### src/rtl/ctrl_seq.sv
// Multicycle control sequencer for the Stage-3 ALU datapath: walks fetch/decode/
// execute/memory/writeback and decodes the 22-bit control word from state and latched fields.
module ctrl_seq (
    input  logic        clk,
    input  logic        reset,
    input  logic [5:0]  op,
    input  logic [5:0]  fn,
    input  logic        alu_zero,
    input  logic        ovfl,
    input  logic        mem_ready,
    output logic [21:0] ctrl_out,
    output logic [3:0]  state_dbg,
    output logic        illegal,
    output logic        ovfl_exc,
    output logic        instr_done
);

    typedef enum logic [3:0] {
        FETCH    = 4'd0,
        DECODE   = 4'd1,
        EXEC_R   = 4'd2,
        EXEC_I   = 4'd3,
        WB_ALU   = 4'd4,
        MEM_ADDR = 4'd5,
        MEM_RD   = 4'd6,
        MEM_WR   = 4'd7,
        WB_MEM   = 4'd8,
        BRANCH   = 4'd9,
        JUMP     = 4'd10,
        JUMP_REG = 4'd11
    } state_t;

    localparam logic [5:0] OP_RTYPE = 6'b000000;
    localparam logic [5:0] OP_ADDI  = 6'b001000;
    localparam logic [5:0] OP_ANDI  = 6'b001100;
    localparam logic [5:0] OP_ORI   = 6'b001101;
    localparam logic [5:0] OP_XORI  = 6'b001110;
    localparam logic [5:0] OP_LW    = 6'b100011;
    localparam logic [5:0] OP_SW    = 6'b101011;
    localparam logic [5:0] OP_BEQ   = 6'b000100;
    localparam logic [5:0] OP_BNE   = 6'b000101;
    localparam logic [5:0] OP_J     = 6'b000010;
    localparam logic [5:0] OP_JAL   = 6'b000011;

    localparam logic [5:0] FN_ADD = 6'b100000;
    localparam logic [5:0] FN_SUB = 6'b100010;
    localparam logic [5:0] FN_AND = 6'b100100;
    localparam logic [5:0] FN_OR  = 6'b100101;
    localparam logic [5:0] FN_XOR = 6'b100110;
    localparam logic [5:0] FN_NOR = 6'b100111;
    localparam logic [5:0] FN_SLL = 6'b000000;
    localparam logic [5:0] FN_SRL = 6'b000010;
    localparam logic [5:0] FN_SRA = 6'b000011;
    localparam logic [5:0] FN_JR  = 6'b001000;

    state_t      r_state;
    logic [5:0]  r_op;
    logic [5:0]  r_fn;
    logic        r_ovfl;

    state_t      w_next;
    logic        w_illegal;
    logic        w_done;
    logic        w_pcwrite, w_instwrite, w_memread, w_memwrite, w_iord, w_zwrite, w_regwrite;
    logic [1:0]  w_pcsrc, w_regdst, w_reginsrc, w_alusrcx, w_alusrcy, w_logicfn, w_fntype;
    logic [21:0] w_ctrl;

    always_comb begin
        w_next      = r_state;
        w_illegal   = 1'b0;
        w_done      = 1'b0;
        w_pcwrite   = 1'b0;
        w_pcsrc     = 2'b00;
        w_instwrite = 1'b0;
        w_memread   = 1'b0;
        w_memwrite  = 1'b0;
        w_iord      = 1'b0;
        w_zwrite    = 1'b0;
        w_regwrite  = 1'b0;
        w_regdst    = 2'b00;
        w_reginsrc  = 2'b00;
        w_alusrcx   = 2'b00;
        w_alusrcy   = 2'b00;
        w_logicfn   = 2'b00;
        w_fntype    = 2'b00;

        case (r_state)
            FETCH: begin
                w_memread = 1'b1;
                if (mem_ready) begin
                    w_pcwrite   = 1'b1;
                    w_instwrite = 1'b1;
                    w_next      = DECODE;
                end
            end
            DECODE: begin
                // Speculative branch target into Z; dispatch uses the live op/fn.
                w_alusrcy = 2'b11;
                w_zwrite  = 1'b1;
                w_next    = FETCH;
                case (op)
                    OP_RTYPE: begin
                        case (fn)
                            FN_ADD, FN_SUB, FN_AND, FN_OR, FN_XOR, FN_NOR,
                            FN_SLL, FN_SRL, FN_SRA: w_next = EXEC_R;
                            FN_JR:                  w_next = JUMP_REG;
                            default:                w_illegal = 1'b1;
                        endcase
                    end
                    OP_ADDI, OP_ANDI, OP_ORI, OP_XORI: w_next = EXEC_I;
                    OP_LW, OP_SW:                      w_next = MEM_ADDR;
                    OP_BEQ, OP_BNE:                    w_next = BRANCH;
                    OP_J, OP_JAL:                      w_next = JUMP;
                    default:                           w_illegal = 1'b1;
                endcase
            end
            EXEC_R: begin
                w_alusrcx = 2'b01;
                w_alusrcy = 2'b01;
                w_zwrite  = 1'b1;
                w_next    = WB_ALU;
                case (r_fn)
                    FN_SUB: w_logicfn = 2'b01;
                    FN_AND: w_fntype  = 2'b01;
                    FN_OR:  begin w_logicfn = 2'b01; w_fntype = 2'b01; end
                    FN_XOR: begin w_logicfn = 2'b10; w_fntype = 2'b01; end
                    FN_NOR: begin w_logicfn = 2'b11; w_fntype = 2'b01; end
                    FN_SLL: begin w_logicfn = 2'b10; w_fntype = 2'b10; w_alusrcy = 2'b10; end
                    FN_SRL: begin w_logicfn = 2'b01; w_fntype = 2'b10; w_alusrcy = 2'b10; end
                    FN_SRA: begin w_logicfn = 2'b11; w_fntype = 2'b10; w_alusrcy = 2'b10; end
                    default: ;
                endcase
            end
            EXEC_I: begin
                w_alusrcx = 2'b01;
                w_alusrcy = 2'b10;
                w_zwrite  = 1'b1;
                w_next    = WB_ALU;
                case (r_op)
                    OP_ANDI: w_fntype = 2'b01;
                    OP_ORI:  begin w_logicfn = 2'b01; w_fntype = 2'b01; end
                    OP_XORI: begin w_logicfn = 2'b10; w_fntype = 2'b01; end
                    default: ;
                endcase
            end
            WB_ALU: begin
                w_regwrite = !r_ovfl;
                w_regdst   = (r_op == OP_RTYPE) ? 2'b01 : 2'b00;
                w_done     = 1'b1;
                w_next     = FETCH;
            end
            MEM_ADDR: begin
                w_alusrcx = 2'b01;
                w_alusrcy = 2'b10;
                w_zwrite  = 1'b1;
                w_next    = (r_op == OP_SW) ? MEM_WR : MEM_RD;
            end
            MEM_RD: begin
                w_memread = 1'b1;
                w_iord    = 1'b1;
                if (mem_ready) w_next = WB_MEM;
            end
            MEM_WR: begin
                w_memwrite = 1'b1;
                w_iord     = 1'b1;
                if (mem_ready) begin
                    w_done = 1'b1;
                    w_next = FETCH;
                end
            end
            WB_MEM: begin
                w_regwrite = 1'b1;
                w_reginsrc = 2'b01;
                w_done     = 1'b1;
                w_next     = FETCH;
            end
            BRANCH: begin
                w_alusrcx = 2'b01;
                w_alusrcy = 2'b01;
                w_logicfn = 2'b01;
                w_pcsrc   = 2'b01;
                w_pcwrite = (r_op == OP_BNE) ? !alu_zero : alu_zero;
                w_done    = 1'b1;
                w_next    = FETCH;
            end
            JUMP: begin
                w_pcwrite = 1'b1;
                w_pcsrc   = 2'b10;
                if (r_op == OP_JAL) begin
                    w_regwrite = 1'b1;
                    w_regdst   = 2'b10;
                    w_reginsrc = 2'b10;
                end
                w_done = 1'b1;
                w_next = FETCH;
            end
            JUMP_REG: begin
                w_pcwrite = 1'b1;
                w_pcsrc   = 2'b11;
                w_done    = 1'b1;
                w_next    = FETCH;
            end
            default: w_next = FETCH;
        endcase

        w_ctrl = {w_pcwrite, w_pcsrc, w_instwrite, w_memread, w_memwrite, w_iord,
                  w_zwrite, w_regwrite, w_regdst, w_reginsrc, 1'b0,
                  w_alusrcx, w_alusrcy, w_logicfn, w_fntype};
    end

    // Outputs are forced quiet for as long as reset is held, not just at the edge.
    assign ctrl_out   = reset ? w_ctrl : 22'd0;
    assign illegal    = reset & w_illegal;
    assign ovfl_exc   = reset & (r_state == WB_ALU) & r_ovfl;
    assign instr_done = reset & w_done;
    assign state_dbg  = r_state;

    always_ff @(posedge clk or negedge reset) begin
        if (!reset) begin
            r_state <= FETCH;
            r_op    <= 6'd0;
            r_fn    <= 6'd0;
            r_ovfl  <= 1'b0;
        end else begin
            r_state <= w_next;
            if (r_state == DECODE) begin
                r_op <= op;
                r_fn <= fn;
            end
            if (w_next == FETCH)
                r_ovfl <= 1'b0;
            else if (r_state == EXEC_R)
                r_ovfl <= ovfl & ((r_fn == FN_ADD) | (r_fn == FN_SUB));
            else if (r_state == EXEC_I)
                r_ovfl <= ovfl & (r_op == OP_ADDI);
        end
    end

endmodule

### config.mk
export PLATFORM = sky130hd
export DESIGN_NAME = ctrl_seq
export DESIGN_NICKNAME = d
export VERILOG_FILES = /design/src/rtl/ctrl_seq.sv
export SDC_FILE = /design/constraint.sdc
export NUM_CORES = 1
export LEC_CHECK = 0
export CAP_MARGIN = 10
export CORE_MARGIN = 2
export CORE_UTILIZATION = 50
export CTS_BUF_LIST = sky130_fd_sc_hd__clkbuf_4
export DETAILED_ROUTE_END_ITERATION = 16
export DONT_BUFFER_PORTS = 1
export SYNTH_ARGS = -nofsm -noshare
export SYNTH_HDL_FRONTEND = slang
export SYNTH_SLANG_ARGS = --single-unit
### constraint.sdc
create_clock -name clk -period 3.8 [get_ports clk]
set_input_delay 0.76 -clock clk [delete_from_list [all_inputs] [get_ports clk]]
set_output_delay 0.76 -clock clk [all_outputs]
set_load 0.02 [all_outputs]
Word-level counts from Yosys, hierarchy flattened
Cells that the tools add are included.

Add/sub/neg operators: 0. Multiply operators: 0. Divide/modulo/power cells: 0. Magnitude comparators: 0. Eq/ne operators: 45. Shift-type cells: 0. Muxes and demuxes: 39. Bitwise operators: 7. Reduce and logical (&&, ||, !) cells: 30.

Operators by type and width (number): $eq A6 B6 Y1 const B (15); $eq A6 B4 Y1 const B (9); $eq A6 B2 Y1 const B (7); $logic_not A6 Y1 (4); $pmux W4 S6 (1); $mux W22 (1); $pmux W2 S2 (5); $pmux W4 S5 (1); $reduce_or A10 Y1 (2); $reduce_or A2 Y1 (10); $eq A6 B3 Y1 const B (3); $pmux W2 S3 (3); $mux W1 (17); $eq A4 B3 Y1 const B (4); $eq A4 B4 Y1 const B (4); $reduce_or A4 Y1 (4); $mux W4 (3); $reduce_or A3 Y1 (3); $reduce_or A9 Y1 (1); $eq A4 B2 Y1 const B (2); $logic_not A4 Y1 (2); $pmux W2 S4 (1); $pmux W4 S2 (1); $and A1 B1 Y1 (6); other kinds (8) (12).

Register bits: 17. Latch bits: 0. Memory bits (writable): 0. Bits in read-only memories: 0. Input port bits: 17. Logic and storage cells: 125. Memories kept: 0.

Depth between registers and ports, before layout
Depth after elaboration: 7. Depth in mapped cells: 6.

Worst setup path after synthesis
No wires, ideal clock.

Path type: input -> output. Start point: in op[3]. End point: out illegal. Arrival time: 1.978 ns. Data required time: 3.040 ns. Slack: 1.062 ns. Cell stages on the path: 4. Path buffers: 1. Cells stage by stage: buf_2 > or4_1 > nor4b_1 > o311a_1.

Word-level cells in the longest chain between the ends: 5.

Ends and longest elaborated chain: start, declared (line 6) `input logic [5:0] op,`; $eq A6 B2 Y1, or another cell as far along (line 101) `case (op)`; $reduce_or A10 Y1 (no source line); $pmux W1 S2 (*) (line 101); $mux W1 (*) (line 87) `case (r_state)`; $and A1 B1 Y1 (*) (line 213) `assign illegal = reset & w_illegal;`; end, declared (line 13) `output logic illegal,`.

Mark *: on every way between the ends. The rest lies on a longest branch, timed or not.

Worst setup path in the final report
Start point: reg r_state[0] (netlist: state_dbg[0]). End point: out ctrl_out[3].

Word-level cells in the longest chain between the ends: 3.

Ends and longest elaborated chain: start, declared (line 56) `state_t r_state;`; start signal, assigned (line 225) `r_state <= w_next;`; $eq A4 B4 Y1 or $eq A4 B2 Y1 (tied branches) (line 87); $pmux W2 S3 (*) (line 87); $mux W22 (*) (line 212) `assign ctrl_out = reset ? w_ctrl : 22'd0;`; end, declared (line 11) `output logic [21:0] ctrl_out,`.

Marked as above.

==> qor.yml <==
status: "finished clean"
chipWidth_um: 59.01
fp.coreArea_um2: 2805
totalPowerFinal_uw: 998.3
final_layout_size_suffix_gt1_share_pct: 14.12
critical_path_peak_fanout: 18
p_comb_share_pct: 49.0
internal_power_uw: 523.7
highest_achievable_clock_rate_ghz: 0.3111
number_of_synthesized_flops_with_an_enable_pin: 0
rsz0062_at_grt: "no"
num_vias: 1341
worstHoldPathType: "primary input to async pin"
sequential_cell_area_um2: 425.4
max_cap_viols: 0
syn_avg_cell_area_um2: 8.404
cts.sink_count: 17
groute.usage.overall_pct: 22.21
slew_viol_final: 0
cts_tree: "done"
overflow: 0
design.final.nets: 188
rr_endpoint: "r_ovfl"
place_congestion: 0.8717
port_buffers: 0
finalWorstPathRequiredPeriod_ns: 3.215
yosysWarnings: 0
route.detailed.drc: 0
hpwlAfterDp_mm: 2.727
via_per_inst: 6.672
async_reset_ff_share_pct: 100.0
pleak_nw: 0.6164
timing.final.setup_violations: 0
holdBufCountCts: 0
worst_setup_hold_path_clk_slew_ns: 0.11
ff2ff_setup_slack_ns: 1.63
finalHoldViolations: 0
antenna_found_initial: 0
path_class: "register to primary output"
cts_resized: 0
post_synth_num_cell_types: 54
cts.path.max_buffers: 2
peakVddDrop_v: 0.0003708
critical_path_arrival_ns: 2.45
minimum_setup_slack_after_placement_ns: 0.9496
die_h_um: 59.01
cts_setup_buffers: 0
max-slew-margin-rel_pct: 39.16
post_synth_inst_count: 180
worst_setup_path_startpoint: "state_dbg[0]"
drt_iter0_markers: 132
area_delta_synth_final_pct: -0.6618
seq_area_frac_synth_pct: 28.12
grt_first_pass_wirelength_mm: 5.885
first_pass_drt_iterations: 4
final.setup.tns_ns: 0
critPathCapture: "ctrl_out[3]"
clk_latency_ns: 0.30
floorplan.rows: 19
cts_root_buf: "clkbuf_4"
number_of_inserted_filler_cells_in_the_final_layout: 281
post_drt_wl_per_cell_um: 18.49
worstReg2RegStart: "state_dbg[3]"
initial_core_utilization_pct: 53.93
synth-seq-cells: 17
post_synth_design_cell_area_um2: 1513
reg2regPathDepth: 5
power_per_cell_area_nw_per_um2: 664.3
switching_share_pct: 47.54
worst_slack_ns: 0.5853
p_clk_share_pct: 9.9
yosys_most_used_dff: "dfrtp_1"
h_tree_lvl_count: 1
ant_nets: 0
clock_skew_ns: 0.01187
pin_count: 46
power_frac_seq_pct: 41.0
wl_mm: 3.716
power.switching_uw: 474.6
cp.required_ns: 3.04
cts_buffers: 3
worstMarginPinSlew_ns: 0.9043
timing.critical_path.to_type: "primary output"
maximum_number_of_pins_on_one_net_before_global_route_repair: 27
worstSetupStartpointType: "register"
final.period_utilization_pct: 84.60
multi_input_comb_area_um2: 982.2
fp.dieArea_um2: 3482
antenna_cells: 0
grt_pass1_vias: 1243
placed cells by master (no fill, tap or decap), drive strengths merged, types with 2 or more instances in the layout:
master / count
o21ai: 6
and2b: 2
dfrtp: 17
inv: 3
a21o: 3
mux2: 11
a211oi: 3
nor2b: 9
clkbuf: 3
nor4: 2
o21a: 3
and3: 8
nand2: 9
conb: 2
nor2: 15
a21oi: 15
buf: 2
nand2b: 7
a31oi: 2
nand3b: 3
and4: 3
and2: 3
nor3: 7
nand3: 6
nor4b: 3
or3b: 2
through the flow:
step           area [µm²]  util (%)  hold slack (ns)  cells
2_1_floorplan        1516         -           0.4644    181
6_report             1503     53.57           0.1382    201
4_1_cts              1503     53.57           0.1276    201
3_5_place_dp         1473     52.50           0.4649    197
3_3_place_gp         1473     52.50           0.4649    197
5_1_grt              1503     53.57           0.1107    201
power groups by stage:
stage	combinational (mW)	sequential, mW	clock, mW
detailed placement	0.487	0.410	0
finish	0.490	0.409	0.0992
global route	0.537	0.428	0.110
floorplan	0.461	0.344	0
CTS	0.490	0.405	0.103
global placement	0.479	0.402	0
state kept, by name, indices dropped and copies added (netlist names):
signal / cells
r_ovfl: 1
r_fn: 6
state_dbg: 4
r_op: 6
cell families (layout without fill, tap and decap cells):
family / after synthesis / in the layout / synth area share [%]
AND/OR/NAND/NOR: 84 / 84 / 33.75
AO/OA/AOI/OAI: 45 / 45 / 21.34
buffers and inverters: 20 / 9 / 7.196
flip-flops: 17 / 17 / 28.12
multiplexers: 11 / 11 / 8.189
XOR/XNOR: 2 / 2 / 1.158
other: 1 / 2 / 0.2479
synthesized netlist by cell type (all sizes together), types with 2 or more instances:
master / n / share of area [%]
nand3: 6 / 2.0
and2: 3 / 1.3
a31oi: 2 / 0.83
and4: 3 / 1.7
nor2: 15 / 3.7
nor2b: 9 / 4.2
nor3: 7 / 2.3
o21ai: 6 / 2.0
o21a: 3 / 1.6
buf: 12 / 5.2
a211oi: 3 / 1.8
a21oi: 15 / 5.0
mux2: 11 / 8.2
dfrtp: 17 / 28
inv: 3 / 0.74
and3: 8 / 3.3
and2b: 2 / 0.99
nor4: 2 / 0.83
nor4b: 3 / 2.7
a21o: 3 / 1.5
clkbuf: 5 / 1.2
nand3b: 3 / 1.5
nand2b: 7 / 2.9
nand2: 9 / 2.2
or3b: 2 / 1.2
area by class of cell:
| cell class | instances | share of cell area, % |
|---|---|---|
| Clock inverter | 1 | 0.4996 |
| Inverter | 3 | 0.7494 |
| Multi-Input combinational cell | 144 | 65.36 |
| Sequential cell | 17 | 28.31 |
| Clock buffer | 3 | 1.499 |
| Tap cell | 31 | 2.581 |
| Timing Repair Buffer | 2 | 0.9992 |
worst max-delay path, stage by stage, from the launching register on:
cell and delay (ns):
dfrtp_1 0.79, or4bb_1 0.53, nor2_1 0.13, and2_2 0.18
nand3b_1 0.10, a211oi_2 0.44
worst min path at each step:
stage / start / endpoint / cells after the start
floorplan: reset / r_fn[0] / 0
global placement: reset / r_fn[4] / 0
detailed placement: reset / r_fn[4] / 0
CTS: reset / r_fn[4] / 0
global route: reset / r_fn[5] / 0
finish: reset / r_fn[4] / 0
routing by layer:
| layer | vias up | wire length, µm | track usage [%] |
|---|---|---|---|
| met1 | 654 | 1737 | 31.53 |
| met4 | 0 | 12 | 6.169 |
| li1 | 637 | - | - |
| met5 | - | 0 | 0 |
| met3 | 2 | 231 | 3.712 |
| met2 | 48 | 1735 | 35.08 |
No activity file was read; power rests on OpenSTA's default activity.
